File: src/rtl/mod_multisource_pkg.sv
// Shared types and constants for the multi-channel oscillator sample generator.
package mod_multisource_pkg;

    typedef enum logic [1:0] {
        MODE_SINE   = 2'd0,
        MODE_SQUARE = 2'd1,
        MODE_SAW    = 2'd2,
        MODE_TRI    = 2'd3
    } mode_e;

    typedef enum logic [1:0] {
        SEL_INC   = 2'd0,
        SEL_AMP   = 2'd1,
        SEL_MODE  = 2'd2,
        SEL_PHASE = 2'd3
    } cfg_sel_e;

    typedef enum logic [1:0] {
        ST_IDLE = 2'd0,
        ST_CALC = 2'd1,
        ST_HOLD = 2'd2
    } state_e;

    localparam logic signed [15:0] WAVE_MAX = 16'sh7fff;
    localparam logic signed [15:0] WAVE_MIN = 16'sh8000;

endpackage

File: src/rtl/mod_multisource_sine16.sv
// Parabolic sine approximation. One full period spans angle 0..32767;
// each half-wave is x*(16384-x)/2048, saturated to WAVE_MAX.
module mod_sine16
    import mod_multisource_pkg::*;
(
    input  logic        [15:0] angle,
    output logic signed [15:0] sine
);

    logic [13:0] x;
    logic [28:0] prod;
    logic [28:0] scaled;
    logic [15:0] mag;

    always_comb begin
        x      = angle[13:0];
        prod   = 29'(x) * (29'd16384 - 29'(x));
        scaled = prod >> 11;
        // peak of the parabola lands exactly on 32768, clip it
        mag    = (scaled > 29'd32767) ? $unsigned(WAVE_MAX) : scaled[15:0];
        sine   = (angle[15] ^ angle[14]) ? -$signed(mag) : $signed(mag);
    end

endmodule

File: src/rtl/mod_multisource.sv
// Multi-channel phase-accumulator oscillator; one sample per channel per tick,
// handed out through a valid/ready hold stage.
//
// state   | meaning
// IDLE    | waiting for i_tick, no frame in progress
// CALC    | compute and register the sample of channel idx, advance its phase
// HOLD    | sample presented, wait for i_ready
module mod_multisource
    import mod_multisource_pkg::*;
#(
    parameter int NUM_CH  = 4,
    parameter int PHASE_W = 32,
    parameter int OUT_W   = 32,
    localparam int CH_W   = (NUM_CH > 1) ? $clog2(NUM_CH) : 1
) (
    input  logic                    i_clk,
    input  logic                    i_rst_n,
    input  logic                    i_tick,
    input  logic                    i_cfg_we,
    input  logic [CH_W-1:0]         i_cfg_ch,
    input  logic [1:0]              i_cfg_sel,
    input  logic [31:0]             i_cfg_data,
    output logic signed [OUT_W-1:0] o_sample,
    output logic [CH_W-1:0]         o_ch,
    output logic                    o_valid,
    input  logic                    i_ready,
    output logic                    o_busy,
    output logic                    o_overrun
);

    localparam logic [CH_W:0]   NUM_CH_L = (CH_W+1)'(NUM_CH);
    localparam logic [CH_W-1:0] LAST_CH  = CH_W'(NUM_CH - 1);

    logic [PHASE_W-1:0] phase [NUM_CH];
    logic [PHASE_W-1:0] inc   [NUM_CH];
    logic [15:0]        amp   [NUM_CH];
    mode_e              mode  [NUM_CH];

    state_e             state;
    logic [CH_W-1:0]    idx;

    logic               cfg_ok;
    logic [15:0]        t;
    logic signed [15:0] sine_out;
    logic signed [15:0] wave;
    logic signed [32:0] prod;

    assign cfg_ok = i_cfg_we && ({1'b0, i_cfg_ch} < NUM_CH_L);
    assign t      = phase[idx][PHASE_W-1 -: 16];

    mod_sine16 u_sine (
        .angle (({1'b0, t[15:1]})),
        .sine  (sine_out)
    );

    always_comb begin
        wave = '0;
        unique case (mode[idx])
            MODE_SINE:   wave = sine_out;
            MODE_SQUARE: wave = t[15] ? -WAVE_MAX : WAVE_MAX;
            MODE_SAW:    wave = $signed({~t[15], t[14:0]});
            MODE_TRI:    wave = t[15] ? WAVE_MAX - $signed({t[14:0], 1'b0})
                                      : WAVE_MIN + $signed({t[14:0], 1'b0});
            default:     wave = '0;
        endcase
        prod = wave * $signed({1'b0, amp[idx]});
    end

    // Config writes come after the phase advance so a same-cycle phase load wins.
    always_ff @(posedge i_clk or negedge i_rst_n) begin
        if (!i_rst_n) begin
            for (int i = 0; i < NUM_CH; i++) begin
                phase[i] <= '0;
                inc[i]   <= '0;
                amp[i]   <= '0;
                mode[i]  <= MODE_SINE;
            end
        end else begin
            if (state == ST_CALC)
                phase[idx] <= phase[idx] + inc[idx];
            if (cfg_ok) begin
                unique case (cfg_sel_e'(i_cfg_sel))
                    SEL_INC:   inc[i_cfg_ch]   <= PHASE_W'(i_cfg_data);
                    SEL_AMP:   amp[i_cfg_ch]   <= i_cfg_data[15:0];
                    SEL_MODE:  mode[i_cfg_ch]  <= mode_e'(i_cfg_data[1:0]);
                    SEL_PHASE: phase[i_cfg_ch] <= PHASE_W'(i_cfg_data);
                    default: ;
                endcase
            end
        end
    end

    always_ff @(posedge i_clk or negedge i_rst_n) begin
        if (!i_rst_n) begin
            state     <= ST_IDLE;
            idx       <= '0;
            o_sample  <= '0;
            o_ch      <= '0;
            o_valid   <= 1'b0;
            o_busy    <= 1'b0;
            o_overrun <= 1'b0;
        end else begin
            if (i_tick && o_busy)
                o_overrun <= 1'b1;
            unique case (state)
                ST_IDLE: begin
                    if (i_tick) begin
                        state  <= ST_CALC;
                        idx    <= '0;
                        o_busy <= 1'b1;
                    end
                end
                ST_CALC: begin
                    o_sample <= OUT_W'(prod);
                    o_ch     <= idx;
                    o_valid  <= 1'b1;
                    state    <= ST_HOLD;
                end
                ST_HOLD: begin
                    if (i_ready) begin
                        o_valid <= 1'b0;
                        if (idx == LAST_CH) begin
                            state  <= ST_IDLE;
                            o_busy <= 1'b0;
                        end else begin
                            idx   <= idx + 1'b1;
                            state <= ST_CALC;
                        end
                    end
                end
                default: state <= ST_IDLE;
            endcase
        end
    end

endmodule
File: config.mk
export PLATFORM = sky130hd
export DESIGN_NAME = mod_multisource
export DESIGN_NICKNAME = d
export VERILOG_FILES = /design/src/rtl/mod_multisource_pkg.sv /design/src/rtl/mod_multisource_sine16.sv /design/src/rtl/mod_multisource.sv
export SDC_FILE = /design/constraint.sdc
export NUM_CORES = 2
export LEC_CHECK = 0
export BUFFER_PORTS_ARGS = -buffer_cell sky130_fd_sc_hd__buf_2
export CAP_MARGIN = 20
export CORE_MARGIN = 10
export CORE_UTILIZATION = 56
export CTS_CLUSTER_SIZE = 14
export DETAILED_ROUTE_END_ITERATION = 10
export HOLD_SLACK_MARGIN = 0.05
export PLACE_DENSITY = 0.77
export RECOVER_POWER = 50
export SKIP_LAST_GASP = 1
export SYNTH_ARGS = -nofsm -noshare
export SYNTH_HDL_FRONTEND = slang
export SYNTH_SLANG_ARGS = --single-unit
export TNS_END_PERCENT = 5
File: constraint.sdc
create_clock -name i_clk -period 25.4 [get_ports i_clk]
set_clock_uncertainty 0.15 [all_clocks]
set_input_delay 3.81 -clock i_clk [delete_from_list [all_inputs] [get_ports i_clk]]
set_output_delay 3.81 -clock i_clk [all_outputs]
set_load 0.02 [all_outputs]
; Yosys cells after proc, flatten, opt, wreduce, memory -nomap -nowiden
; Cells that the tools add are included.
; Widths: inputs -> output; s select.
[word_totals]
memories = 0
mem_bits_ro = 0
mem_bits_rw = 0
latch_bits = 0
ff_bits = 369
in_bits = 41
output_inout_bits = 37
[classes]
mux = 47
order_cmp = 5
n_eq_ne = 13
bitwise_logic = 3
n_div = 0
shift = 0
add_sub_neg = 6
mul = 2
reduce_logical = 15
[ops]
columns = op, count
row1 = $bwmux 128, 3
row2 = $mux 128, 3
row3 = $mux 32, 6
row4 = $bmux 32 s2, 2
row5 = $demux 32 s2, 2
row6 = $mux 16, 7
row7 = $bwmux 64, 1
row8 = $pmux 16 s4, 1
row9 = $add 32x32->32, 1
row10 = $bmux 16 s2, 1
row11 = $demux 16 s2, 1
row12 = $mul 16x17->32, 1
row13 = $mul 14x29->29, 1
row14 = $gt 18x15->1 const B, 1
row15 = $add 16x16->16 const A, 1
row16 = $mux 2, 8
row17 = $neg 16->16, 1
row18 = $sub 15x14->16 const A, 1
row19 = $sub 16x16->16 const A, 1
row20 = $eq 2x2->1 const B, 6
row21 = $reduce_and 2->1, 5
row22 = $bwmux 8, 1
row23 = $ne 2x2->1 const B, 4
row24 = $reduce_and 4->1, 2
row25 = other kinds (15), 30

; Depth between registers and ports, before layout
[depth]
depth_word = 12
mapped_depth = 68
depth_no_buf = 62

; Cells and area by module
; Synthesis repeated with hierarchy kept, for this count alone.
[unflattened]
hier_cells = 3666
area_unflattened_um2 = 35730.5
[modules_own_cells]
columns = mod, cells_per_inst, seq_area_each_um2, instances, area_each_um2
row1 = mod_multisource, 2750, 9233.9, 1, 27756.6
row2 = mod_sine16, 916, 0.0, 1, 7973.9

; Least setup slack after synthesis
; No wires, ideal clock.
[synth_timing]
path_type = register to register
startpoint = register idx[0]
endpoint = register o_sample[26]
required_time_ns = 25.167
synth_period_minus_slack_ns = 15.679
setup_ns = 0.083
n_path_buf = 6
stages_incl_launch_ff = 64
arrival_time_ns = 15.446
path_slack_ns = 9.721
cell_sequence = dfrtp_1 > buf_2 > buf_2 > mux2i_1 > nand2_1 > o21ai_1 > clkbuf_1 > ha_1 > and3_1 > nand3_1 > or3_1 > or3_1 > nor3_1 > ha_1 > clkbuf_1 > nor2_1 > fa_1 > inv_1 > [28 not listed] > fa_1 > fa_1 > inv_1 > fa_1 > inv_1 > fa_1 > inv_1 > ha_1 > nor2_1 > a2111oi_0 > o31ai_1 > a311oi_1 > a311oi_1 > o21bai_1 > a21oi_1 > o21ba_2 > xor2_1 > o21ai_0
[synth_between]
elab_chain_len = 12
[synth_lines]
columns = item, line
row1 = "start, declared", mod_multisource.sv:40  ; logic [CH_W-1:0] idx;
row2 = "start signal, assigned", mod_multisource.sv:126  ; idx <= idx + 1'b1;
row3 = $not 2->3 (implied by the code) (*), "mod_multisource.sv:49, mod_multisource.sv:58, mod_multisource.sv:66"
row4 = $bmux 32 s2, mod_multisource.sv:49  ; assign t = phase[idx][PHASE_W-1 -: 16];
row5 = $mux 32 (implied by the code) (2 in series), mod_multisource.sv:49
row6 = $sub 15x14->16, mod_multisource_sine16.sv:17  ; prod = 29'(x) * (29'd16384 - 29'(x));
row7 = $mul 14x29->29, mod_multisource_sine16.sv:17
row8 = $gt 18x15->1, mod_multisource_sine16.sv:20  ; mag = (scaled > 29'd32767) ? $unsigned(WAVE_MAX) : scaled[15:0];
row9 = $mux 16, mod_multisource_sine16.sv:20
row10 = $neg 16->16, mod_multisource_sine16.sv:21  ; sine = (angle[15] ^ angle[14]) ? -$signed(mag) : $signed(mag);
row11 = $mux 16, mod_multisource_sine16.sv:21
row12 = $pmux 16 s4, mod_multisource.sv:58  ; unique case (mode[idx])
row13 = $mul 16x17->32 (*), mod_multisource.sv:66  ; prod = wave * $signed({1'b0, amp[idx]});
row14 = "end signal, assigned", mod_multisource.sv:114  ; o_sample <= OUT_W'(prod);
row15 = "end, declared", mod_multisource.sv:23  ; output logic signed [OUT_W-1:0] o_sample,
; Every way passes the cells marked *; elsewhere a longest branch is shown, timed or not. The select of a mux whose other input is x is not followed.
; A chain may end at the register's enable or synchronous reset.

; Worst setup path after layout
[layout_timing]
startpoint = register idx[0]
endpoint = register o_sample[30]
; The elaborated chain is that of the path after synthesis.

==> results.yml <==
outcome:
  status: "finished, violations left"
  violations: "capacitance limit, slew limit"
cts:
  cts.path.max_buffers: 3
  cts_root_buffer: "clkbuf_16"
  htreeDepth: 2
  cts_tree: "yes"
  cts.sinks: 369
  clk_pin_slew_worst_paths_ns: 0.07
  cts_resized: 0
  clock_latency_ns: 0.57
  ctsHoldBuffers: 0
  cts_setup_buffers: 0
  cts_buffers: 41
job:
  max-cap-violations: 7
grt:
  antenna_found_initial: 8
  grt_max_degree: 181
  grt_util_all_layers: 0.250
  grt_pass1_vias: 28100
  grt_pass1_wl_um: 149000
  grt_overflow: 0
worst_setup_path:
  startpoint_type: "flop"
  path_buf_inv: 12
  crit_arrival_ns: 19.01
  rrSetupSlack_ns: 6.64
  worstPathRequired_ns: 25.65
  critical_path_class: "reg -> reg"
  crit_slowest_cell: "nor3_2"
  reg2reg_from: "idx[0]"
  crit_path_start: "idx[0]"
  end_kind: "flop"
  cp_top_family: "adder cells"
  critPathMaxFanout: 38
  cpPeakStageDelay_ns: 0.92
final_layout:
  instances_no_fill: 4568
  nets: 4336
  final_cell_mix: "461 x inv_1, 367 x dfrtp_1, 349 x nor2_1, 347 x fa_1, 313 x nand2_1"
  multi_input_comb_area_um2: 23800
  register_area_um2: 9240
  final_common_cell: "inv_1"
  syn_to_final_growth_pct: 7.48
  nFillCells: 5236
  drive_gt1_frac: 0.142
synthesis:
  ys.flop_type: "dfrtp_1"
  ys_seq_area_frac: 0.261
  synthMuxAreaShare: 0.119
  synth_cell_types: 91
  synth_top_family_by_area: "adder cells"
  synth_edf_count: 0
  synth_compound_area_frac: 0.112
  syn_inst: 3690
  synth_fa_ha_area_frac: 0.288
  async_flop_share: 1.00
  ys_warn_count: 0
  synthSimpleGateAreaFrac: 0.132
  syn_area_um2: 35400
  synth_xor_area_frac: 0.0196
  syn_area_per_cell_um2: 9.60
  synth-seq-cells: 369
routing:
  drc_errors: 0
  viasPerCell: 5.95
  drt_first_iter_violations: 2243
  dr.pass1.iters: 6
  postRouteAntennaNets: 0
  num_vias: 27200
  wirelength_um: 91600
  wl_per_cell_um: 20.0
place:
  io_buffers: 77
  hpwl_um: 65400
  gp_congestion: 0.990
  placed_cells: 4488
die:
  core-area_um2: 62900
  io_pins: 78
  start_util: 0.564
  die-area_um2: 73700
  die_w_um: 272
  die_y_um: 272
  rows: 92
hold_path:
  hold_start: "o_overrun"
  hold_path.class: "reg -> reg"
sta:
  fin_tns_setup_ns: 0
  fin_crit_ns: 18.76
  setup_viol_count_final: 0
  rsz0062_at_grt: "false"
  fin_crit_sh: 0.739
  hold_violations: 0
  slew_headroom: -5.05
  final_max_slew_viol_count: 491
  fmax_mhz: 53.3
  worstMarginPinSlew_ns: 9.07
[sequential cells by signal, indices dropped and copies added, names as in the netlist]
| signal | count |
|---|---|
| inc | 128 |
| phase | 128 |
| amp | 64 |
| o_sample | 32 |
| mode | 8 |
| idx | 2 |
| o_ch | 2 |
| state | 2 |
| o_busy | 1 |
| o_overrun | 1 |
| o_valid | 1 |
[logic make-up (layout without fill, tap and decap cells)]
kind of cell	count (synthesis)	count (layout)
muxes	322	322
and+or+nand+nor	1021	1021
buffers and inverters	649	670
adders and majority gates	607	607
xor gates and xnor gates	77	77
other	2	13
AOI/OAI and AO/OA	643	643
DFF	369	369
[stage by stage]
step	setup WS, ns	util	area, µm²	hold slack (ns)
after floorplan	9.72	-	35500	0.324
after CTS	6.99	0.607	38100	0.302
final	6.64	0.606	38100	0.302
after global routing	5.44	0.606	38100	0.331
after detailed placement	7.07	0.583	36600	0.289
after global placement	7.53	0.583	36600	0.284
[cells in the mapped netlist, drive strengths merged (34+ instances only)]
cell type / count / area share
o21a: 57 / 0.012
clkbuf: 135 / 0.014
o21ai: 200 / 0.029
nor2: 352 / 0.037
inv: 462 / 0.049
nand2b: 106 / 0.019
a21o: 37 / 0.0078
xnor2: 42 / 0.010
mux2i: 38 / 0.011
ha: 260 / 0.092
nor3: 42 / 0.0071
and2: 35 / 0.0062
fa: 347 / 0.20
a21oi: 207 / 0.029
buf: 51 / 0.0061
nand3: 57 / 0.0081
mux4: 56 / 0.036
dfrtp: 369 / 0.26
nand2: 320 / 0.034
mux2: 228 / 0.072
xor2: 34 / 0.0086
[routing by layer]
metal / up-vias / wire (µm) / track usage
li1: 12200 / - / -
met1: 13500 / 36900 / 0.325
met2: 1160 / 43800 / 0.416
met3: 226 / 7440 / 0.0405
met4: 14 / 3330 / 0.0936
met5: - / 102 / 0
[final timing paths]
check                                    end  cells past startpoint
worst max-delay path            o_sample[30]                     61
worst min-delay path               o_overrun                      1
worst max register to register  o_sample[30]                     61
worst min register to register     o_overrun                      1
max in group asynchronous          phase[42]                      2
min in group asynchronous        o_sample[9]                      1
[cell type report]
| type | count | share of cell area |
|---|---|---|
| Clock inverter | 21 | 0.00762 |
| Timing Repair Buffer | 131 | 0.0196 |
| Inverter | 463 | 0.0457 |
| Tap cell | 846 | 0.0278 |
| Multi-Input combinational cell | 2682 | 0.625 |
| Antenna cell | 1 | 0.0000657 |
| Clock buffer | 55 | 0.0315 |
| Sequential cell | 369 | 0.243 |
Power is left out: the tool's default activity adds up to more than one toggle a clock period on the data nets, which glitch-free logic cannot reach.
